`src/rtl/tlb_port_arbiter_pkg.sv`:
```
// rtl/tlb_port_arbiter_pkg.sv - shared encodings for the TLB port arbiter
// Purpose: requester source codes, arbiter state encoding, default op width,
//          and a one-hot grant to source-code helper.
// Ports:   none (package).
package tlb_port_arbiter_pkg;

  localparam int OPBITS_DEF = 4;

  localparam logic [1:0] SRC_I  = 2'd0;
  localparam logic [1:0] SRC_D  = 2'd1;
  localparam logic [1:0] SRC_OP = 2'd2;

  typedef enum logic [1:0] {
    ST_IDLE = 2'd0,
    ST_BUSY = 2'd1,
    ST_RESP = 2'd2
  } arb_state_e;

  // Grant vectors are indexed by source code; the picker guarantees one-hot.
  function automatic logic [1:0] grant_to_src(input logic [2:0] grant);
    logic [1:0] src;
    src = SRC_I;
    if (grant[SRC_OP]) begin
      src = SRC_OP;
    end else if (grant[SRC_D]) begin
      src = SRC_D;
    end
    return src;
  endfunction

endpackage

```
`src/rtl/tlb_arb_pick.sv`:
```
// rtl/tlb_arb_pick.sv - fixed-priority requester picker with fetch starvation override
// Purpose: combinational op > data > fetch selection; a starving fetch wins outright.
// Ports:
//   i_req_i, d_req_i, op_req_i : pending requests
//   starve_hit_i               : fetch has lost too often and is still requesting
//   grant_o[2:0]               : one-hot grant indexed by source code (all zero if idle)
module tlb_arb_pick
  import tlb_port_arbiter_pkg::*;
(
  input  logic       i_req_i,
  input  logic       d_req_i,
  input  logic       op_req_i,
  input  logic       starve_hit_i,
  output logic [2:0] grant_o
);

  always_comb begin
    grant_o = '0;
    if (starve_hit_i) begin
      grant_o[SRC_I] = 1'b1;
    end else if (op_req_i) begin
      grant_o[SRC_OP] = 1'b1;
    end else if (d_req_i) begin
      grant_o[SRC_D] = 1'b1;
    end else if (i_req_i) begin
      grant_o[SRC_I] = 1'b1;
    end
  end

endmodule

```
`src/rtl/tlb_port_arbiter.sv`:
```
// rtl/tlb_port_arbiter.sv - serialises fetch/data/maintenance requests onto one TLB engine
// Purpose: one outstanding engine transaction at a time, tagged with its owner;
//          the registered result is returned only to that owner.
// Ports:
//   clk, reset                        : clock, synchronous active-high reset
//   i_req/i_vaddr/i_cacop/i_cancel    : fetch request side; i_recv, i_finish pulses
//   d_req/d_wr/d_vaddr                : data request side;  d_recv, d_finish pulses
//   op_req/op_code/op_vaddr           : maintenance side;   op_recv, op_finish pulses
//   eng_req/eng_src/eng_vaddr/eng_wr/eng_cacop/eng_op : engine command (grant cycle)
//   eng_finish/eng_hit/eng_uncached/eng_paddr/eng_exccode : engine result
//   rsp_hit/rsp_uncached/rsp_paddr/rsp_exccode : registered result, held until next result
module tlb_port_arbiter
  import tlb_port_arbiter_pkg::*;
#(
  parameter int GRLEN        = 32,
  parameter int PABITS       = 32,
  parameter int OPBITS       = OPBITS_DEF,
  parameter int STARVE_LIMIT = 8
) (
  input  logic              clk,
  input  logic              reset,
  input  logic              i_req,
  input  logic [GRLEN-1:0]  i_vaddr,
  input  logic              i_cacop,
  input  logic              i_cancel,
  output logic              i_recv,
  output logic              i_finish,
  input  logic              d_req,
  input  logic              d_wr,
  input  logic [GRLEN-1:0]  d_vaddr,
  output logic              d_recv,
  output logic              d_finish,
  input  logic              op_req,
  input  logic [OPBITS-1:0] op_code,
  input  logic [GRLEN-1:0]  op_vaddr,
  output logic              op_recv,
  output logic              op_finish,
  output logic              eng_req,
  output logic [1:0]        eng_src,
  output logic [GRLEN-1:0]  eng_vaddr,
  output logic              eng_wr,
  output logic              eng_cacop,
  output logic [OPBITS-1:0] eng_op,
  input  logic              eng_finish,
  input  logic              eng_hit,
  input  logic              eng_uncached,
  input  logic [PABITS-1:0] eng_paddr,
  input  logic [5:0]        eng_exccode,
  output logic              rsp_hit,
  output logic              rsp_uncached,
  output logic [PABITS-1:0] rsp_paddr,
  output logic [5:0]        rsp_exccode
);

  localparam logic [7:0] LIMIT = 8'(STARVE_LIMIT);

  arb_state_e  state_q, state_d;
  logic [1:0]  owner_q, owner_d;
  logic        cancel_q, cancel_d;
  logic [7:0]  starve_q, starve_d;
  logic [2:0]  grant;
  logic [1:0]  win_src;
  logic        starve_hit;

  assign starve_hit = i_req && (starve_q == LIMIT);
  assign win_src    = grant_to_src(grant);

  tlb_arb_pick u_pick (
    .i_req_i      (i_req),
    .d_req_i      (d_req),
    .op_req_i     (op_req),
    .starve_hit_i (starve_hit),
    .grant_o      (grant)
  );

  always_ff @(posedge clk) begin
    if (reset) begin
      state_q      <= ST_IDLE;
      owner_q      <= SRC_I;
      cancel_q     <= 1'b0;
      starve_q     <= '0;
      rsp_hit      <= 1'b0;
      rsp_uncached <= 1'b0;
      rsp_paddr    <= '0;
      rsp_exccode  <= '0;
    end else begin
      state_q  <= state_d;
      owner_q  <= owner_d;
      cancel_q <= cancel_d;
      starve_q <= starve_d;
      if (state_q == ST_BUSY && eng_finish) begin
        rsp_hit      <= eng_hit;
        rsp_uncached <= eng_uncached;
        rsp_paddr    <= eng_paddr;
        rsp_exccode  <= eng_exccode;
      end
    end
  end

  always_comb begin
    state_d   = state_q;
    owner_d   = owner_q;
    cancel_d  = cancel_q;
    starve_d  = starve_q;
    i_recv    = 1'b0;
    d_recv    = 1'b0;
    op_recv   = 1'b0;
    i_finish  = 1'b0;
    d_finish  = 1'b0;
    op_finish = 1'b0;
    eng_req   = 1'b0;
    eng_src   = SRC_I;
    eng_vaddr = '0;
    eng_wr    = 1'b0;
    eng_cacop = 1'b0;
    eng_op    = '0;

    // Combinational outputs are forced quiet while reset is held so that a
    // reset landing in BUSY/RESP cannot leak a stray recv/finish pulse.
    if (!reset) begin
      case (state_q)
        ST_IDLE: begin
          cancel_d = 1'b0;
          if (|grant) begin
            eng_req = 1'b1;
            eng_src = win_src;
            owner_d = win_src;
            state_d = ST_BUSY;
            case (win_src)
              SRC_OP: begin
                op_recv   = 1'b1;
                eng_vaddr = op_vaddr;
                eng_op    = op_code;
              end
              SRC_D: begin
                d_recv    = 1'b1;
                eng_vaddr = d_vaddr;
                eng_wr    = d_wr;
              end
              default: begin
                i_recv    = 1'b1;
                eng_vaddr = i_vaddr;
                eng_cacop = i_cacop;
              end
            endcase
            // Count only grants that fetch lost while it was waiting.
            if (grant[SRC_I]) begin
              starve_d = '0;
            end else if (i_req && starve_q != LIMIT) begin
              starve_d = starve_q + 8'd1;
            end
          end
        end
        ST_BUSY: begin
          if (i_cancel && owner_q == SRC_I) cancel_d = 1'b1;
          if (eng_finish) state_d = ST_RESP;
        end
        ST_RESP: begin
          op_finish = (owner_q == SRC_OP);
          d_finish  = (owner_q == SRC_D);
          // A cancel arriving in the finish cycle itself also suppresses it.
          i_finish  = (owner_q == SRC_I) && !cancel_q && !i_cancel;
          cancel_d  = 1'b0;
          state_d   = ST_IDLE;
        end
        default: state_d = ST_IDLE;
      endcase

      if (!i_req) starve_d = '0;
    end
  end

  a_finish_only_busy: assert property (@(posedge clk) disable iff (reset)
    eng_finish |-> (state_q == ST_BUSY));

endmodule

```
`config.mk`:
```
export PLATFORM = sky130hd
export DESIGN_NAME = tlb_port_arbiter
export DESIGN_NICKNAME = d
export VERILOG_FILES = /design/src/rtl/tlb_port_arbiter_pkg.sv /design/src/rtl/tlb_arb_pick.sv /design/src/rtl/tlb_port_arbiter.sv
export SDC_FILE = /design/constraint.sdc
export NUM_CORES = 1
export LEC_CHECK = 0
export BUFFER_PORTS_ARGS = -buffer_cell sky130_fd_sc_hd__buf_2
export CORE_ASPECT_RATIO = 1.4
export CORE_MARGIN = 4
export CORE_UTILIZATION = 35
export DETAILED_ROUTE_END_ITERATION = 12
export PLACE_DENSITY_LB_ADDON = 0.25
export SLEW_MARGIN = 20
export SYNTH_ARGS = -nofsm -noshare
export SYNTH_HDL_FRONTEND = slang
export SYNTH_HIERARCHICAL = 1
export SYNTH_SLANG_ARGS = --single-unit
```
`constraint.sdc`:
```
create_clock -name clk -period 2.8 [get_ports clk]
set_input_delay 0.14 -clock clk [delete_from_list [all_inputs] [get_ports clk]]
set_output_delay 0.14 -clock clk [all_outputs]
set_load 0.01 [all_outputs]
```
Yosys cells after proc, flatten, opt, wreduce, memory -nomap -nowiden
Cells that the tools add are included.
Storage, ports and cells
  register bits after elaboration: 53
  input bits: 149
  output and inout port bits: 87
Operators by class
  add/sub/neg operators: 1
  eq/ne operators: 11
  mux-type cells: 56
  bitwise logic cells: 1
  reductions and logical operators: 20
Operator list (count)
  $mux 32: 3
  $pmux 32 s2: 1
  $mux 1: 36
  $mux 2: 8
  $mux 4: 4
  $mux 8: 2
  $add 8x1->8 const B: 1
  $eq 8x4->1 const B: 1
  $ne 8x4->1 const B: 1
  $eq 2x1->1 const B: 3
  $eq 2x2->1 const B: 3
  $logic_and 1x1->1: 6
  $reduce_and 2->1: 3
  $reduce_or 2->1: 3
  $logic_not 2->1: 2
  $ne 2x2->1 const B: 2
  $pmux 2 s2: 1
  $reduce_bool 2->1: 2
  $reduce_and 3->1: 1
  $reduce_or 3->1: 1
  $logic_not 1->1: 2
  $ne 2x1->1 const B: 1
  $pmux 1 s2: 1
  $not 1->1: 1

Depth between registers and ports, before layout
  depth in word-level cells: 12
  depth in mapped cells: 11
  depth with buffers taken out: 9

Hierarchy
Netlist, hierarchy kept.
Modules (own cells, without submodules)
  tlb_port_arbiter: instances 1, cells an instance 411, area each 2955.3 µm², sequential area each 1061.0 µm²
  tlb_arb_pick: instances 1, cells an instance 4, area each 27.5 µm², sequential area each 0.0 µm²

Least setup slack after synthesis
Ideal clock, no wire load.
  path kind: reg-to-output
  from: register starve_q[0]
  to: output port eng_wr
  data arrival time: 2.339 ns
  required time: 2.660 ns
  setup slack: 0.321 ns
  stages on the path, launching flop included: 9
  buffers on the path: 1
  path through: dfxtp_1 -> inv_1 -> ha_1 -> nor4b_4 -> and4_1 -> and2b_2 -> clkbuf_1 -> nor4b_1 -> and2_1
RTL lines
  from (decl): RTL line tlb_port_arbiter.sv:60  | logic [7:0] starve_q, starve_d;
  from (signal assigned): RTL line tlb_port_arbiter.sv:90  | starve_q <= starve_d;
  $eq 8x4->1 *: RTL line tlb_port_arbiter.sv:65  | assign starve_hit = i_req && (starve_q == LIMIT);
  $logic_and 1x1->1 *: RTL line tlb_port_arbiter.sv:65
  net starve_hit: RTL line tlb_port_arbiter.sv:63  | logic starve_hit;
  $mux 2 *: RTL line tlb_arb_pick.sv:19  | if (starve_hit_i) begin
  net grant[2]: RTL line tlb_port_arbiter.sv:61  | logic [2:0] grant;
  $mux 2: RTL line tlb_port_arbiter_pkg.sv:23  | if (grant[SRC_OP]) begin
  $eq 2x1->1: RTL line tlb_port_arbiter.sv:129  | case (win_src)
  $mux 1: RTL line tlb_port_arbiter.sv:129
  $mux 1 *: RTL line tlb_port_arbiter.sv:124  | if (|grant) begin
  $mux 1 *: RTL line tlb_port_arbiter.sv:121  | case (state_q)
  $mux 1 *: RTL line tlb_port_arbiter.sv:120  | if (!reset) begin
  to (decl): RTL line tlb_port_arbiter.sv:41  | output logic eng_wr,
Mark *: on every way through the listed nets, which the timed path passes. The rest lies on a longest branch.

Final worst setup path
  from: register starve_q[0]
  to: output port eng_vaddr[20]
On the way
  cells in the longest elaborated chain, start to end: 10
Ends and longest elaborated chain
  $eq 8x4->1 *: RTL line tlb_port_arbiter.sv:65
  $logic_and 1x1->1 *: RTL line tlb_port_arbiter.sv:65
  net starve_hit: RTL line tlb_port_arbiter.sv:63
  $mux 2 *: RTL line tlb_arb_pick.sv:19
  net grant[1]: RTL line tlb_port_arbiter.sv:61
  $mux 1: RTL line tlb_port_arbiter_pkg.sv:25  | end else if (grant[SRC_D]) begin
  $mux 2: RTL line tlb_port_arbiter_pkg.sv:23
  $eq 2x1->1 / $eq 2x2->1 (equally long branches): RTL line tlb_port_arbiter.sv:129
  $pmux 32 s2: RTL line tlb_port_arbiter.sv:129
  $mux 32 *: RTL line tlb_port_arbiter.sv:124
  $mux 32 *: RTL line tlb_port_arbiter.sv:121
  $mux 32 *: RTL line tlb_port_arbiter.sv:120
  to (decl): RTL line tlb_port_arbiter.sv:40  | output logic [GRLEN-1:0] eng_vaddr,
Marked as above.

==> impl_metrics.env <==
export IMPL_clk_latency_ns=0.29
export IMPL_post_synth_cell_area_avg_um2=7.19
export IMPL_drive_above_1_share_pct=42.2
export IMPL_num_io_pins=236
export IMPL_syn2layout_area_growth_pct=51.3
export IMPL_die_y_um=117
export IMPL_worstReg2RegStart="starve_q[0]$_SDFFE_PP0P_"
export IMPL_p_leak_nw=2.30
export IMPL_maxSlewViolCount=0
export IMPL_timing_slew_headroom_pct=61.2
export IMPL_htreeDepth=2
export IMPL_synthMostInstantiatedCell="sky130_fd_sc_hd__nand2_1"
export IMPL_cts_clk_slew_worst_paths_ns=0.06
export IMPL_cap_viol_max_count=0
export IMPL_distinct_cell_type_count_of_the_synthesized_netlist=41
export IMPL_antenna_found_initial=2
export IMPL_synth_nets=566
export IMPL_drtPass1Iterations=5
export IMPL_final_setup_viol_count=0
export IMPL_cts_tree="built"
export IMPL_synth_top_family_by_area="simple AND/OR/NAND/NOR gates"
export IMPL_power_density_nw_per_um2=428
export IMPL_finClkSkew_ns=0.00207
export IMPL_start_util_pct=36.2
export IMPL_finish_utilization_pct=54.7
export IMPL_timing_worst_setup_path_type="reg2out"
export IMPL_overall_routed_net_length_mm=11.4
export IMPL_critPathLaunch="starve_q[0]$_SDFFE_PP0P_"
export IMPL_post_synthesis_sequential_element_count=53
export IMPL_routedWlPerCell_um=15.3
export IMPL_main_flop_type_after_synthesis="sky130_fd_sc_hd__dfxtp_1"
export IMPL_gr_total_overflow=0
export IMPL_grt_max_degree=66
export IMPL_timing_worst_slew_pin_value_ns=0.580
export IMPL_start_kind="flop"
export IMPL_fp_coreArea_um2=8250
export IMPL_clock_root_buffer="sky130_fd_sc_hd__clkbuf_16"
export IMPL_period_share_pct=95.8
export IMPL_synth_async_reset_ratio_pct=0
export IMPL_yosys_mux_area_fraction_pct=11.2
export IMPL_clock_buffers_created_by_tritoncts=5
export IMPL_fin_hold_ws_ns=0.0845
export IMPL_synth_top_area_cell="sky130_fd_sc_hd__dfxtp_1"
export IMPL_numClockSinks=53
export IMPL_detail_route_vias_per_cell=5.03
export IMPL_yosys_top_cells_area="sky130_fd_sc_hd__dfxtp_1 (36%), sky130_fd_sc_hd__a21oi_1 (12%), sky130_fd_sc_hd__mux2i_1 (11%), sky130_fd_sc_hd__nand2_1 (10%), sky130_fd_sc_hd__nor2_1 (9.4%)"
export IMPL_drt_iter0_markers=139
export IMPL_synth_simple_gate_area_share_pct=29.3
export IMPL_fp_dieW_um=86.0
export IMPL_worst_endpoint_arrival_ns=2.54
export IMPL_synth_edf_count=0
export IMPL_first_global_vias=3498
export IMPL_timing_fmax_mhz=373
export IMPL_crit_path_end_kind="primary output"
export IMPL_die_area_um2=10100
export IMPL_routabilityCongestion=0.912
export IMPL_synthAdderAreaFrac_pct=0.839
export IMPL_place_hpwl_mm=8.98
export IMPL_floorplan_rows=39
export IMPL_number_of_nets_still_failing_antenna_checks_after_routing=0
export IMPL_summed_instance_area_of_the_synthesized_netlist_um2=2980
export IMPL_synth_seq_area_share_pct=35.6
export IMPL_finalSetupTns_ns=0
export IMPL_period_minus_slack_ns=2.68
export IMPL_yosysWarnings=6
export IMPL_hp_start="eng_uncached"
export IMPL_final_fill_count=793
export IMPL_synth_compound_area_share_pct=18.2
export IMPL_grt_pass1_wl_mm=16.9
export IMPL_synthesis_instances=415
export IMPL_crit_fanout=18
export IMPL_ir_worst_vdd_uv=674
export IMPL_grt_total_usage_pct=20.9
export IMPL_run_status="finished, final reports clean"
export IMPL_cts_max_path_buffers=2
export IMPL_hp_class="in2reg"
export IMPL_post_synth_xor_area_fraction_pct=0
export IMPL_route_detailed_drc=0
export IMPL_vias=3735
export IMPL_cp_required_ns=2.66
export IMPL_nNetsFinal=790
export IMPL_synth_top_cells_by_count="sky130_fd_sc_hd__nand2_1 (82), sky130_fd_sc_hd__nor2_1 (75), sky130_fd_sc_hd__a21oi_1 (74)"
export IMPL_rsz0062_at_grt="false"
export IMPL_number_of_endpoints_with_negative_hold_slack_in_the_final_report=0
export IMPL_placement_io_buffers=235
export IMPL_synth_top_cell_area_share_pct=35.6
-- timing repair --
action / 4_1_cts / 5_1_grt
endpoints found under the setup margin: 35 / 34
gates resized for setup: 2 / 7
gates cloned: 0 / 1
setup buffers: 1 / 4
hold buffers: 0 / 0
pin swaps: 1 / 1
-- power by group --
part | internal [mW] | total [mW] | leakage, nW | switching (mW)
registers | 0.786 | 0.806 | 0.431 | 0.0197
clock network | 0.379 | 0.639 | 0.0799 | 0.260
logic | 0.231 | 0.488 | 1.79 | 0.257
-- placed cells by master, fill, tap and decap left out, types with 2 or more instances in the layout --
| cell | n |
|---|---|
| sky130_fd_sc_hd__clkbuf_8 | 2 |
| sky130_fd_sc_hd__buf_4 | 8 |
| sky130_fd_sc_hd__nor2_1 | 75 |
| sky130_fd_sc_hd__buf_12 | 3 |
| sky130_fd_sc_hd__ha_1 | 2 |
| sky130_fd_sc_hd__nand4_1 | 2 |
| sky130_fd_sc_hd__o21ai_0 | 3 |
| sky130_fd_sc_hd__buf_2 | 235 |
| sky130_fd_sc_hd__mux2i_1 | 32 |
| sky130_fd_sc_hd__inv_1 | 5 |
| sky130_fd_sc_hd__or3_1 | 2 |
| sky130_fd_sc_hd__a31o_2 | 2 |
| sky130_fd_sc_hd__a21oi_1 | 74 |
| sky130_fd_sc_hd__and3_1 | 9 |
| sky130_fd_sc_hd__nand2_1 | 82 |
| sky130_fd_sc_hd__nand3_1 | 2 |
| sky130_fd_sc_hd__nor4b_1 | 4 |
| sky130_fd_sc_hd__a31oi_1 | 10 |
| sky130_fd_sc_hd__nand2b_1 | 2 |
| sky130_fd_sc_hd__clkbuf_16 | 6 |
| sky130_fd_sc_hd__dfxtp_1 | 53 |
-- sequential cells by signal (all words and copies together), names as in the netlist --
signal and count:
starve_q 8, rsp_exccode 6, rsp_uncached 1, rsp_hit 1, rsp_paddr 32, owner_q 2, cancel_q 1, state_q 2
-- final cells by class --
class	instances	area [µm²]	share of cell area, %
tap	102	128	2.83
inverter	5	18.8	0.416
antenna	1	2.50	0.0554
timing repair buffer	248	1330	29.5
sequential	53	1060	23.5
multi-input combinational	326	1810	40.2
clock inverter	1	5.00	0.111
clock buffer	7	153	3.38
-- final timing paths --
kind,end,slack [ns],depth (start not counted)
setup / recovery,eng_vaddr[20],0.12,12
hold / removal,rsp_uncached$_SDFFE_PP0P_,0.08,3
setup reg to reg,starve_q[1]$_SDFFE_PP0P_,0.36,10
hold reg to reg,rsp_paddr[14]$_SDFFE_PP0P_,0.45,2
-- critical path: stages (launching register included) --
cell                      delay, ns
sky130_fd_sc_hd__dfxtp_1       0.36
sky130_fd_sc_hd__inv_1         0.08
sky130_fd_sc_hd__ha_1          0.21
sky130_fd_sc_hd__nor4b_4       0.13
sky130_fd_sc_hd__and4_4        0.19
sky130_fd_sc_hd__nor3b_4       0.24
sky130_fd_sc_hd__buf_4         0.16
sky130_fd_sc_hd__buf_6         0.22
sky130_fd_sc_hd__mux2i_1       0.24
sky130_fd_sc_hd__nor2_1        0.07
sky130_fd_sc_hd__a21oi_1       0.14
sky130_fd_sc_hd__nor2_1        0.06
sky130_fd_sc_hd__buf_2         0.14
-- kinds of logic after synthesis --
family,count (synthesis)
DFF,53
buffers and inverters,36
muxes,33
adders and majority gates,2
AOI/OAI and AO/OA,96
and+or+nand+nor,195
-- per-stage QoR --
step | cell area, µm² | total power [mW] | instances | setup WS (ns)
2_1_floorplan | 2980 | 1.07 | 415 | 0.321
3_3_place_gp | 4260 | 1.29 | 728 | 0.288
3_5_place_dp | 4260 | 1.29 | 728 | 0.165
4_1_cts | 4430 | 1.94 | 737 | 0.0131
5_1_grt | 4510 | 2.04 | 742 | 0.000873
6_report | 4510 | 1.93 | 743 | 0.117
-- metal layers --
metal / up-vias / global-route usage [%] / routed length [µm]
met5: - / 0 / 33
met4: 4 / 8.34 / 286
met3: 23 / 8.33 / 1350
met2: 181 / 35.0 / 5580
met1: 1665 / 23.6 / 4100
li1: 1862 / - / -
Note: power is estimated with default switching activity, not from simulation.
